File: src/rtl/sensor_lcd_scheduler.sv
// Poll sequencer for the sensor-to-LCD path, 1 MHz I2C clock domain.
// Reads one frame per period, refreshes the LCD only on change, counts errors.
module sensor_lcd_scheduler #(
  parameter int POLL_PERIOD   = 100000,
  parameter int RD_TIMEOUT    = 5000,
  parameter int PARSE_WIN     = 4,
  parameter int DISP_TIMEOUT  = 50000,
  parameter int THRESH        = 100,
  parameter int FORCE_REFRESH = 10
) (
  input  logic       clk_1MHz,
  input  logic       rst_n,
  input  logic       enable,
  output logic       rd_req,
  input  logic       rd_done,
  input  logic       frame_valid,
  input  logic [7:0] frame_data,
  output logic       disp_req,
  input  logic       disp_done,
  output logic [7:0] disp_data,
  output logic       alarm,
  output logic [7:0] err_cnt,
  output logic       busy
);

  localparam int M1 = (POLL_PERIOD > RD_TIMEOUT) ? POLL_PERIOD : RD_TIMEOUT;
  localparam int M2 = (PARSE_WIN > DISP_TIMEOUT) ? PARSE_WIN : DISP_TIMEOUT;
  localparam int MX = (M1 > M2) ? M1 : M2;
  localparam int TW = $clog2(MX + 1);
  localparam int SW = $clog2(FORCE_REFRESH + 1);

  typedef enum logic [4:0] {
    S_WAIT    = 5'b00001,
    S_READ    = 5'b00010,
    S_PARSE   = 5'b00100,
    S_DECIDE  = 5'b01000,
    S_DISPLAY = 5'b10000
  } state_t;

  state_t          state_q, state_d;
  logic [TW-1:0]   timer_q;
  logic [SW-1:0]   skip_q;
  logic [7:0]      sample_q;
  logic            first_q;

  logic            tmr_run;
  logic            tmr_clr;
  logic            err_inc;
  logic            latch;
  logic            refresh;
  logic            skip_inc;

  logic            hit_poll;
  logic            hit_rd;
  logic            hit_parse;
  logic            hit_disp;
  logic            force_hit;
  logic            smp_alarm;

  assign hit_poll  = timer_q == TW'(POLL_PERIOD - 1);
  assign hit_rd    = timer_q == TW'(RD_TIMEOUT - 1);
  assign hit_parse = timer_q == TW'(PARSE_WIN - 1);
  assign hit_disp  = timer_q == TW'(DISP_TIMEOUT - 1);
  assign force_hit = skip_q == SW'(FORCE_REFRESH - 1);
  assign smp_alarm = 32'(sample_q) <= THRESH;

  always_comb begin
    state_d  = state_q;
    tmr_run  = 1'b0;
    err_inc  = 1'b0;
    latch    = 1'b0;
    refresh  = 1'b0;
    skip_inc = 1'b0;
    unique case (1'b1)
      state_q[0]: begin
        tmr_run = enable;
        if (enable && hit_poll)
          state_d = S_READ;
      end
      state_q[1]: begin
        tmr_run = 1'b1;
        // a parsed frame may coincide with rd_done; it wins
        if (frame_valid) begin
          latch   = 1'b1;
          state_d = S_DECIDE;
        end else if (rd_done) begin
          state_d = S_PARSE;
        end else if (hit_rd) begin
          err_inc = 1'b1;
          state_d = S_WAIT;
        end
      end
      state_q[2]: begin
        tmr_run = 1'b1;
        if (frame_valid) begin
          latch   = 1'b1;
          state_d = S_DECIDE;
        end else if (hit_parse) begin
          err_inc = 1'b1;
          state_d = S_WAIT;
        end
      end
      state_q[3]: begin
        if (first_q || sample_q != disp_data || force_hit) begin
          refresh = 1'b1;
          state_d = S_DISPLAY;
        end else begin
          skip_inc = 1'b1;
          state_d  = S_WAIT;
        end
      end
      state_q[4]: begin
        tmr_run = 1'b1;
        if (disp_done) begin
          state_d = S_WAIT;
        end else if (hit_disp) begin
          err_inc = 1'b1;
          state_d = S_WAIT;
        end
      end
      default: state_d = S_WAIT;
    endcase
  end

  // idle timer only advances while polling is permitted
  assign tmr_clr = (state_d != state_q) || (state_q[0] && !enable);

  always_ff @(posedge clk_1MHz or negedge rst_n) begin
    if (!rst_n) begin
      state_q <= S_WAIT;
      timer_q <= '0;
    end else begin
      state_q <= state_d;
      if (tmr_clr)
        timer_q <= '0;
      else if (tmr_run)
        timer_q <= timer_q + 1'b1;
    end
  end

  always_ff @(posedge clk_1MHz or negedge rst_n) begin
    if (!rst_n) begin
      rd_req    <= 1'b0;
      disp_req  <= 1'b0;
      busy      <= 1'b0;
      disp_data <= 8'd0;
      alarm     <= 1'b1;
      err_cnt   <= 8'd0;
      skip_q    <= '0;
      sample_q  <= 8'd0;
      first_q   <= 1'b1;
    end else begin
      rd_req   <= state_d == S_READ;
      disp_req <= state_d == S_DISPLAY;
      busy     <= state_d != S_WAIT;
      if (latch)
        sample_q <= frame_data;
      if (refresh) begin
        disp_data <= sample_q;
        alarm     <= smp_alarm;
        first_q   <= 1'b0;
        skip_q    <= '0;
      end else if (skip_inc) begin
        skip_q <= skip_q + 1'b1;
      end
      if (err_inc && err_cnt != 8'hFF)
        err_cnt <= err_cnt + 8'd1;
    end
  end

endmodule
File: config.mk
export PLATFORM = sky130hd
export DESIGN_NAME = sensor_lcd_scheduler
export DESIGN_NICKNAME = d
export VERILOG_FILES = /design/src/rtl/sensor_lcd_scheduler.sv
export SDC_FILE = /design/constraint.sdc
export NUM_CORES = 1
export LEC_CHECK = 0
export CAP_MARGIN = 30
export CORE_MARGIN = 2
export CORE_UTILIZATION = 33
export DETAILED_ROUTE_END_ITERATION = 7
export PLACE_DENSITY = 0.59
export SYNTH_ARGS = -nofsm -noshare
export SYNTH_HDL_FRONTEND = slang
export SYNTH_SLANG_ARGS = --single-unit
File: constraint.sdc
create_clock -name clk_1MHz -period 2.75 [get_ports clk_1MHz]
set_input_delay 0.55 -clock clk_1MHz [delete_from_list [all_inputs] [get_ports clk_1MHz]]
set_output_delay 0.55 -clock clk_1MHz [all_outputs]
set_load 0.03 [all_outputs]
Yosys cells after proc, flatten, opt, wreduce, memory -nomap -nowiden:

Cells that the tools add are included.

* input bits: 14
* flip-flop bits (word level): 55
* logic and storage cells: 66

* equal/unequal tests: 11
* add/sub/neg operators: 3
* muxes and demuxes: 29
* reduce and logical (&&, ||, !) cells: 11
* $lt $le $gt $ge: 1

Operators by type and width (count)
* two-way mux 17 bit: 2
* case mux 5 bit (5 select lines): 1
* two-way mux 5 bit: 4
* adder 17 x 1 -> 17 bit (second input constant): 1
* equality test 17 x 13 -> 1 bit (second input constant): 1
* equality test 17 x 16 -> 1 bit (second input constant): 1
* equality test 17 bit (second input constant): 1
* equality test 17 x 2 -> 1 bit (second input constant): 1
* two-way mux 1 bit: 13
* two-way mux 4 bit: 3
* adder 8 x 1 -> 8 bit (second input constant): 1
* <= comparator 8 x 7 -> 1 bit (second input constant): 1
* != test 8 bit: 1
* != test 8 bit (second input constant): 1
* two-way mux 3 bit: 2
* equality test 5 x 2 -> 1 bit (second input constant): 1
* equality test 5 bit (second input constant): 1
* != test 5 x 1 -> 1 bit (second input constant): 1
* != test 5 bit: 1
* adder 4 x 1 -> 4 bit (second input constant): 1
* equality test 4 bit (second input constant): 1
* two-way mux 2 bit: 2
* nonzero test 2 bit: 2
* logical AND 1 bit: 3
* 6 further kinds: 8

Longest topological paths before layout:

Gate-level depths: netlist (run 1).

* word-level depth: 8
* mapped depth: 9
* mapped depth without buffers: 8

Least setup slack after synthesis (run 1):

Ideal clock, no wire load.

* path kind: flip-flop to flip-flop
* start: register timer_q[0]
* end: register timer_q[10]
* required time: 2.616 ns
* cell stages (with the launch flop): 9
* buffers on the path: 1
* period minus slack after synthesis: 2.295 ns
* data arrival time: 2.161 ns
* library setup time: 0.134 ns
* path slack: 0.455 ns
* cell sequence: dfrtp_1 ha_1 nand3_2 nor4_2 a21oi_1 or4b_1 buf_6 xor2_4 nor3_1

* longest elaborated chain between the ends: 8

Ends and longest elaborated chain
* start, declared: RTL line 41 `logic [TW-1:0] timer_q;`
* start signal, assigned: RTL line 137 `timer_q <= timer_q + 1'b1;`
* equality test 17 x 13 -> 1 bit: RTL line 61 `assign hit_rd = timer_q == TW'(RD_TIMEOUT - 1);`
* two-way mux 2 bit: RTL line 88 `end else if (hit_rd) begin`
* two-way mux 3 bit: RTL line 86 `end else if (rd_done) begin`
* two-way mux 5 bit: RTL line 83 `if (frame_valid) begin`
* case mux 5 bit (5 select lines) *: RTL line 74 `unique case (1'b1)`
* net state_d[0]: RTL line 40 `state_t state_q, state_d;`
* != test 5 bit *: RTL line 126 `assign tmr_clr = (state_d != state_q) || (state_q[0] && !enable);`
* logical OR 1 bit *: RTL line 126
* two-way mux 17 bit / nonzero test 2 bit (equally long branches)

The timed path passes the listed nets; every way through them passes the cells marked *. The select of a mux whose other input is x is not followed.
A chain may end at the register's enable or synchronous reset.

Final worst setup path (run 1):

* start: register timer_q[0]
* end: register err_cnt[1]

* longest elaborated chain between the ends: 6

Ends and longest elaborated chain
* equality test 17 x 13 -> 1 bit: RTL line 61
* two-way mux 1 bit: RTL line 88
* two-way mux 1 bit: RTL line 86
* two-way mux 1 bit: RTL line 83
* case mux 1 bit (3 select lines) *: RTL line 74
* logical AND 1 bit *: RTL line 166 `if (err_inc && err_cnt != 8'hFF)`
* end signal, assigned: RTL line 167 `err_cnt <= err_cnt + 8'd1;`
* end, declared: RTL line 22 `output logic [7:0] err_cnt,`

Mark *: on every way between the ends. The rest lies on a longest branch, timed or not.

==> impl_metrics.ini, run 1 <==
[setup_path]
startpoint_type_of_the_worst_setup_path = flip-flop
crit_required_ps = 2950
critical_path_arrival_ps = 2770
crit_fanout = 8
worstRegToRegCells = 7
crit_path_end_kind = flip-flop
critical_path_class = reg2reg

[pwr]
vdd_ir_drop_max_v = 0.0001696
p_leak_nw = 1.447
power.density_nw_per_um2 = 395.7

[timing]
final_period_minus_worst_setup_slack_ps = 2570
rsz0062_at_grt = false
tightest_slew_ps = 684.8
timing_hold_violations_final = 0
maxSlewViolCount = 0
layout_worst_path_cycle_share_pct = 93.45
timing.max_slew.rel_slack_pct = 54.35
fin_worst_skew_ps = 10.38
setup-tns-final_ps = 0
setup_viol = 0
timing.fmax_mhz = 389.1

[die]
die-area_um2 = 9285
initial_core_util_pct = 34.09
die_h_um = 96.36
ioPinCount = 34
core_area_um2 = 8258
die_w_um = 96.36
row_count = 33

[route]
drt-met1-wl_um = 2922
initialDrtViolationCount = 83
met3_wirelength_um = 256
top_signal_layer_used = met4
drcViolationCount = 0
viasPerCell = 4.909
met2RoutedLength_um = 2524
drt-pass1-iter-count = 4
wl_per_cell_um = 14.24
vias = 1988
postRouteAntennaNets = 0
wl_um = 5766

[run_status]
run_status = finished, final reports clean

[yosys]
yosys.area.top_type_share_pct = 46.22
synth_warnings = 0
synthTopCellsByArea = dfrtp_1 46%, mux2_2 7.2%, xnor2_1 5.6%
ys_seq_elements = 55
yosys_most_used_dff = dfrtp_1
synthArstFlopShare_pct = 100.0
synth_top_area_cell = dfrtp_1
synth_nets = 277
synth_seq_area_share_pct = 49.02
syn-mean-instance-area_um2 = 10.87
yosys.cell_types.count = 48
synth_area_um2 = 2815
syn-instance-count = 259
synth-edff-count = 0

[place]
number_of_placed_instances_taps_included = 397
io_buffers = 33
dp_hpwl_um = 4277
finalWeightedCongestion = 0.8505

[cts]
cts_buffers = 5
cts-htree-levels = 2
cts-root-buf = clkbuf_8
clock_path_buffers = 2
clkLatencyLatePin_ps = 310
clock_sinks = 55
cts.clk_slew.worst_paths_ps = 110
tritoncts_clock_tree = done

[grt]
grt_first_pass_wirelength_um = 9853
initial_antenna_violation_count = 0
overflow = 0
grt_start_max_net_pins = 32
first_global_vias = 1939
groute.usage.overall_pct = 13.66

[final_layout]
antenna_cells_inserted = 0
final_layout_size_suffix_gt1_share_pct = 19.67
final_instance_count_excl_fillers = 405
final_nets = 317
flow.area_growth_from_synthesis_pct = 20.62

[flow_run]
cap_viol_max_count = 0

[worst_hold_path]
hold_path_class = in2async
Yosys cell counts, types with 3 or more instances:
cell type,count
dfrtp_1,52
nor2_1,21
nand2_1,20
mux2_2,18
xnor2_1,18
nand4_1,13
xor2_1,12
o21ai_0,11
nor3_1,10
a21oi_1,5
clkbuf_1,5
nand3_1,5
ha_1,4
inv_1,4
nand2b_1,4
nor2b_1,4
nor4_1,4
and3_1,3
dfstp_2,3
nor3_2,3
o22ai_1,3
or3_1,3
final cells by class:
cell class	count	area, um^2
fill	828	4862
sequential	55	1380
multi-input combinational	188	1359
timing repair buffer	45	415.4
tap	105	131.4
clock buffer	5	68.82
clock inverter	3	26.28
inverter	4	15.01
worst paths after layout:
kind	endpoint	from	slack, ps
setup / recovery	err_cnt[1]	timer_q[0]	180
hold / removal	sample_q[6]	rst_n	260
setup reg to reg	err_cnt[1]	timer_q[0]	180
hold reg to reg	alarm	alarm	490
max in group asynchronous	state_q[0]	rst_n	1790
min in group clk_1MHz	alarm	alarm	490
timing repair:
action                                  in CTS  in global routing
hold endpoints to repair                     0                  0
endpoints found under the setup margin       0                  3
hold buffers                                 0                  0
setup buffers                                0                  0
resized for setup                            0                  1
state kept, by name, indices dropped and copies added, names as in the netlist, 4 cells and up:
register   count
timer_q       17
disp_data      8
err_cnt        8
sample_q       8
state_q        5
skip_q         4
critical path: stages, from the launching register on:
cell and delay [ps]:
dfrtp_1 430, ha_1 280, nor4b_1 380, nand4_1 300
o22ai_2 240, buf_4 150, o22a_1 320, mux2_2 370
layout by cell type, fill, tap and decap left out, types with 2 or more instances in the layout:
master            n
nor2_1           21
inv_1             4
or4b_1            2
nand3_1           5
nor3b_2           2
dfstp_2           3
nor4b_1           2
o22ai_1           2
mux2_2           18
a21bo_2           2
nor4_1            4
buf_4            12
inv_6             2
nor3_1           10
xnor2_1          18
clkbuf_8          5
ha_1              4
or3_1             3
nor3_2            3
a21oi_1           5
xor2_1           12
and3_1            3
nor2b_1           4
nand3b_1          2
nand2b_1          4
o31ai_1           2
clkdlybuf4s50_1  32
nand2_1          20
o21ai_0          11
dfrtp_1          52
nand4_1          13
metal layers:
layer,up-vias,track usage (%)
met3,5,2.741
met2,37,19.44
met5,-,0
met4,0,3.521
met1,958,21.02
li1,988,-
logic make-up (layout without fill, tap and decap cells):
| logic type | after synthesis | after routing | synth area share (%) |
|---|---|---|---|
| AO/OA/AOI/OAI | 29 | 29 | 6.977 |
| XOR/XNOR | 31 | 31 | 10.31 |
| adder cells (fa/ha/maj) | 4 | 4 | 1.778 |
| buffers and inverters | 16 | 57 | 2.933 |
| flip-flops | 55 | 55 | 49.02 |
| multiplexers | 19 | 19 | 7.555 |
| AND/OR/NAND/NOR | 105 | 105 | 21.42 |
where the power goes:
part	internal, mW	leakage [nW]	switching [mW]
combinational	0.0260	0.643	0.0304
clock	0.188	0.0491	0.282
sequential	0.812	0.755	0.00483
total	1.03	1.45	0.318
stage by stage:
| step | cell area [um^2] | setup slack [ps] | hold WS, ps | power, mW | utilization (%) |
|---|---|---|---|---|---|
| floorplan | 2815 | 455.4 | 254.4 | 0.8497 | - |
| global placement | 3294 | 13.42 | 463.6 | 0.8906 | 39.89 |
| detailed placement | 3294 | -33.08 | 474.1 | 0.8910 | 39.89 |
| CTS | 3390 | 125.6 | 279.8 | 1.368 | 41.05 |
| global route | 3396 | 27.99 | 293.4 | 1.408 | 41.12 |
| finish | 3396 | 180.0 | 259.3 | 1.344 | 41.12 |
Power figures use the tool's default switching activity.
==> inputs of run 2 (changes only) <==
CORE_UTILIZATION = 40   (was 33)
PLACE_DENSITY = 0.68   (was 0.59)
==> impl_metrics.ini, run 2 (synthesis gave the netlist of run 1 again) <==
[run_status]
run_status = finished, final reports clean

[final_layout]
largest_reg_flops = 17
final_nets = 314
most_common_library_cell_in_the_layout_ignoring_fill_and_taps = dfrtp_1
flow.area_growth_from_synthesis_pct = 19.38
antenna_cells_inserted = 0
final_layout_size_suffix_gt1_share_pct = 18.52
regMostFlops = timer_q
mostFrequentLayoutCells = 52 x dfrtp_1, 32 x clkdlybuf4s50_1, 21 x nor2_1, 20 x nand2_1

[cts]
cts_buffers = 5
cts.clk_slew.worst_paths_ps = 110
cts.hold.buffers_added = 0
cts-root-buf = clkbuf_8
post_cts.resized_instances = 0
tritoncts_clock_tree = done
clock_path_buffers = 2
cts_post_setup_buffers_inserted = 0
clock_sinks = 55
cts-htree-levels = 2
clkLatencyLatePin_ps = 320

[setup_path]
worst-path-buf-inv = 0
critical_path.top_delay_family = simple AND/OR/NAND/NOR gates
critical_path_arrival_ps = 2680
crit_path_end_kind = flip-flop
path_cells = nor4_1 > nor3b_2 > a21oi_1 > or4b_1 > xor2_4 > nor3_1
crit_required_ps = 2940
critical_path_class = reg2reg
startpoint_type_of_the_worst_setup_path = flip-flop
critical-path-slowest-cell = or4b_1
crit_fanout = 9
timing.critical_path.slowest_cell_delay_ps = 590

[grt]
first_global_vias = 1905
grt_start_max_net_pins = 26
groute.usage.overall_pct = 15.45
grt_first_pass_wirelength_um = 9177
overflow = 0
initial_antenna_violation_count = 0

[die]
die-area_um2 = 7725
die_w_um = 87.89
initial_core_util_pct = 41.44
row_count = 30
die_h_um = 87.89
ioPinCount = 34
core_area_um2 = 6794

[place]
dp_hpwl_um = 4038
finalWeightedCongestion = 0.8391
io_buffers = 33

[pwr]
fin_total_pwr_mw = 1.358
power.density_nw_per_um2 = 404.1
p_leak_nw = 1.434
vdd_ir_drop_max_v = 0.0002043

[timing]
timing.fmax_mhz = 402.1
layout_worst_path_cycle_share_pct = 90.43
rsz0062_at_grt = false
timing.max_slew.rel_slack_pct = 61.46
timing_hold_violations_final = 0
tightest_slew_ps = 578.1
setup_viol = 0
maxSlewViolCount = 0
setup-tns-final_ps = 0
fin_worst_skew_ps = 9.990
final_period_minus_worst_setup_slack_ps = 2487

[route]
wl_um = 5453
postRouteAntennaNets = 0
drt-pass1-iter-count = 4
drcViolationCount = 0
viasPerCell = 5.074
vias = 1994
wl_per_cell_um = 13.88
initialDrtViolationCount = 110

[worst_hold_path]
hold_path_class = in2async

[flow_run]
cap_viol_max_count = 0
run 2: layout make-up:
class | instances | area [um^2]
Fill cell | 609 | 3433
Sequential cell | 55 | 1380
Clock buffer | 5 | 68.82
Tap cell | 96 | 120.1
Timing Repair Buffer | 42 | 392.9
Multi-Input combinational cell | 188 | 1353
Inverter | 4 | 15.01
Clock inverter | 3 | 31.28
run 2: layer usage:
layer  up-vias  share of wire [%]  routed length, um  track usage, %
met5         -                  0                  0               0
met2        36                 44               2417           22.73
met3         5                4.0                220           3.582
li1        987                  -                  -               -
met1       966                 50               2747           22.58
met4         0                1.2                 68           5.035
run 2: worst reg2reg max path: stages, from the launching register on:
cell,delay (ps)
dfrtp_1,460
nor4_1,420
nor3b_2,350
a21oi_1,100
or4b_1,590
xor2_4,340
nor3_1,100
run 2: path summary, 6_finish.rpt:
kind	depth (start not counted)	end	slack, ps	start
setup / recovery	6	timer_q[3]	260	timer_q[8]
hold / removal	1	disp_data[6]	210	rst_n
setup reg to reg	6	timer_q[3]	260	timer_q[8]
hold reg to reg	2	alarm	480	alarm
max in group asynchronous	2	timer_q[5]	1850	rst_n
min in group clk_1MHz	2	alarm	480	alarm
run 2: metrics by stage:
stage / utilization (%) / cell area (um^2) / worst slack, ps / hold WS (ps) / std cells
after floorplan: - / 2815 / 455.4 / 254.4 / 259
after global placement: 47.99 / 3261 / 40.53 / 461.9 / 385
after detailed placement: 47.99 / 3261 / 12.27 / 470.9 / 385
after CTS: 49.47 / 3361 / 268.7 / 225.5 / 393
after global routing: 49.47 / 3361 / 75.75 / 233.3 / 393
final: 49.47 / 3361 / 263.1 / 207.2 / 393
run 2: power breakdown:
group	internal (mW)	switching (mW)	total (mW)	leakage (nW)
sequential	0.812	0.00500	0.817	0.755
combinational	0.0260	0.0301	0.0561	0.626
clock	0.194	0.291	0.485	0.0522
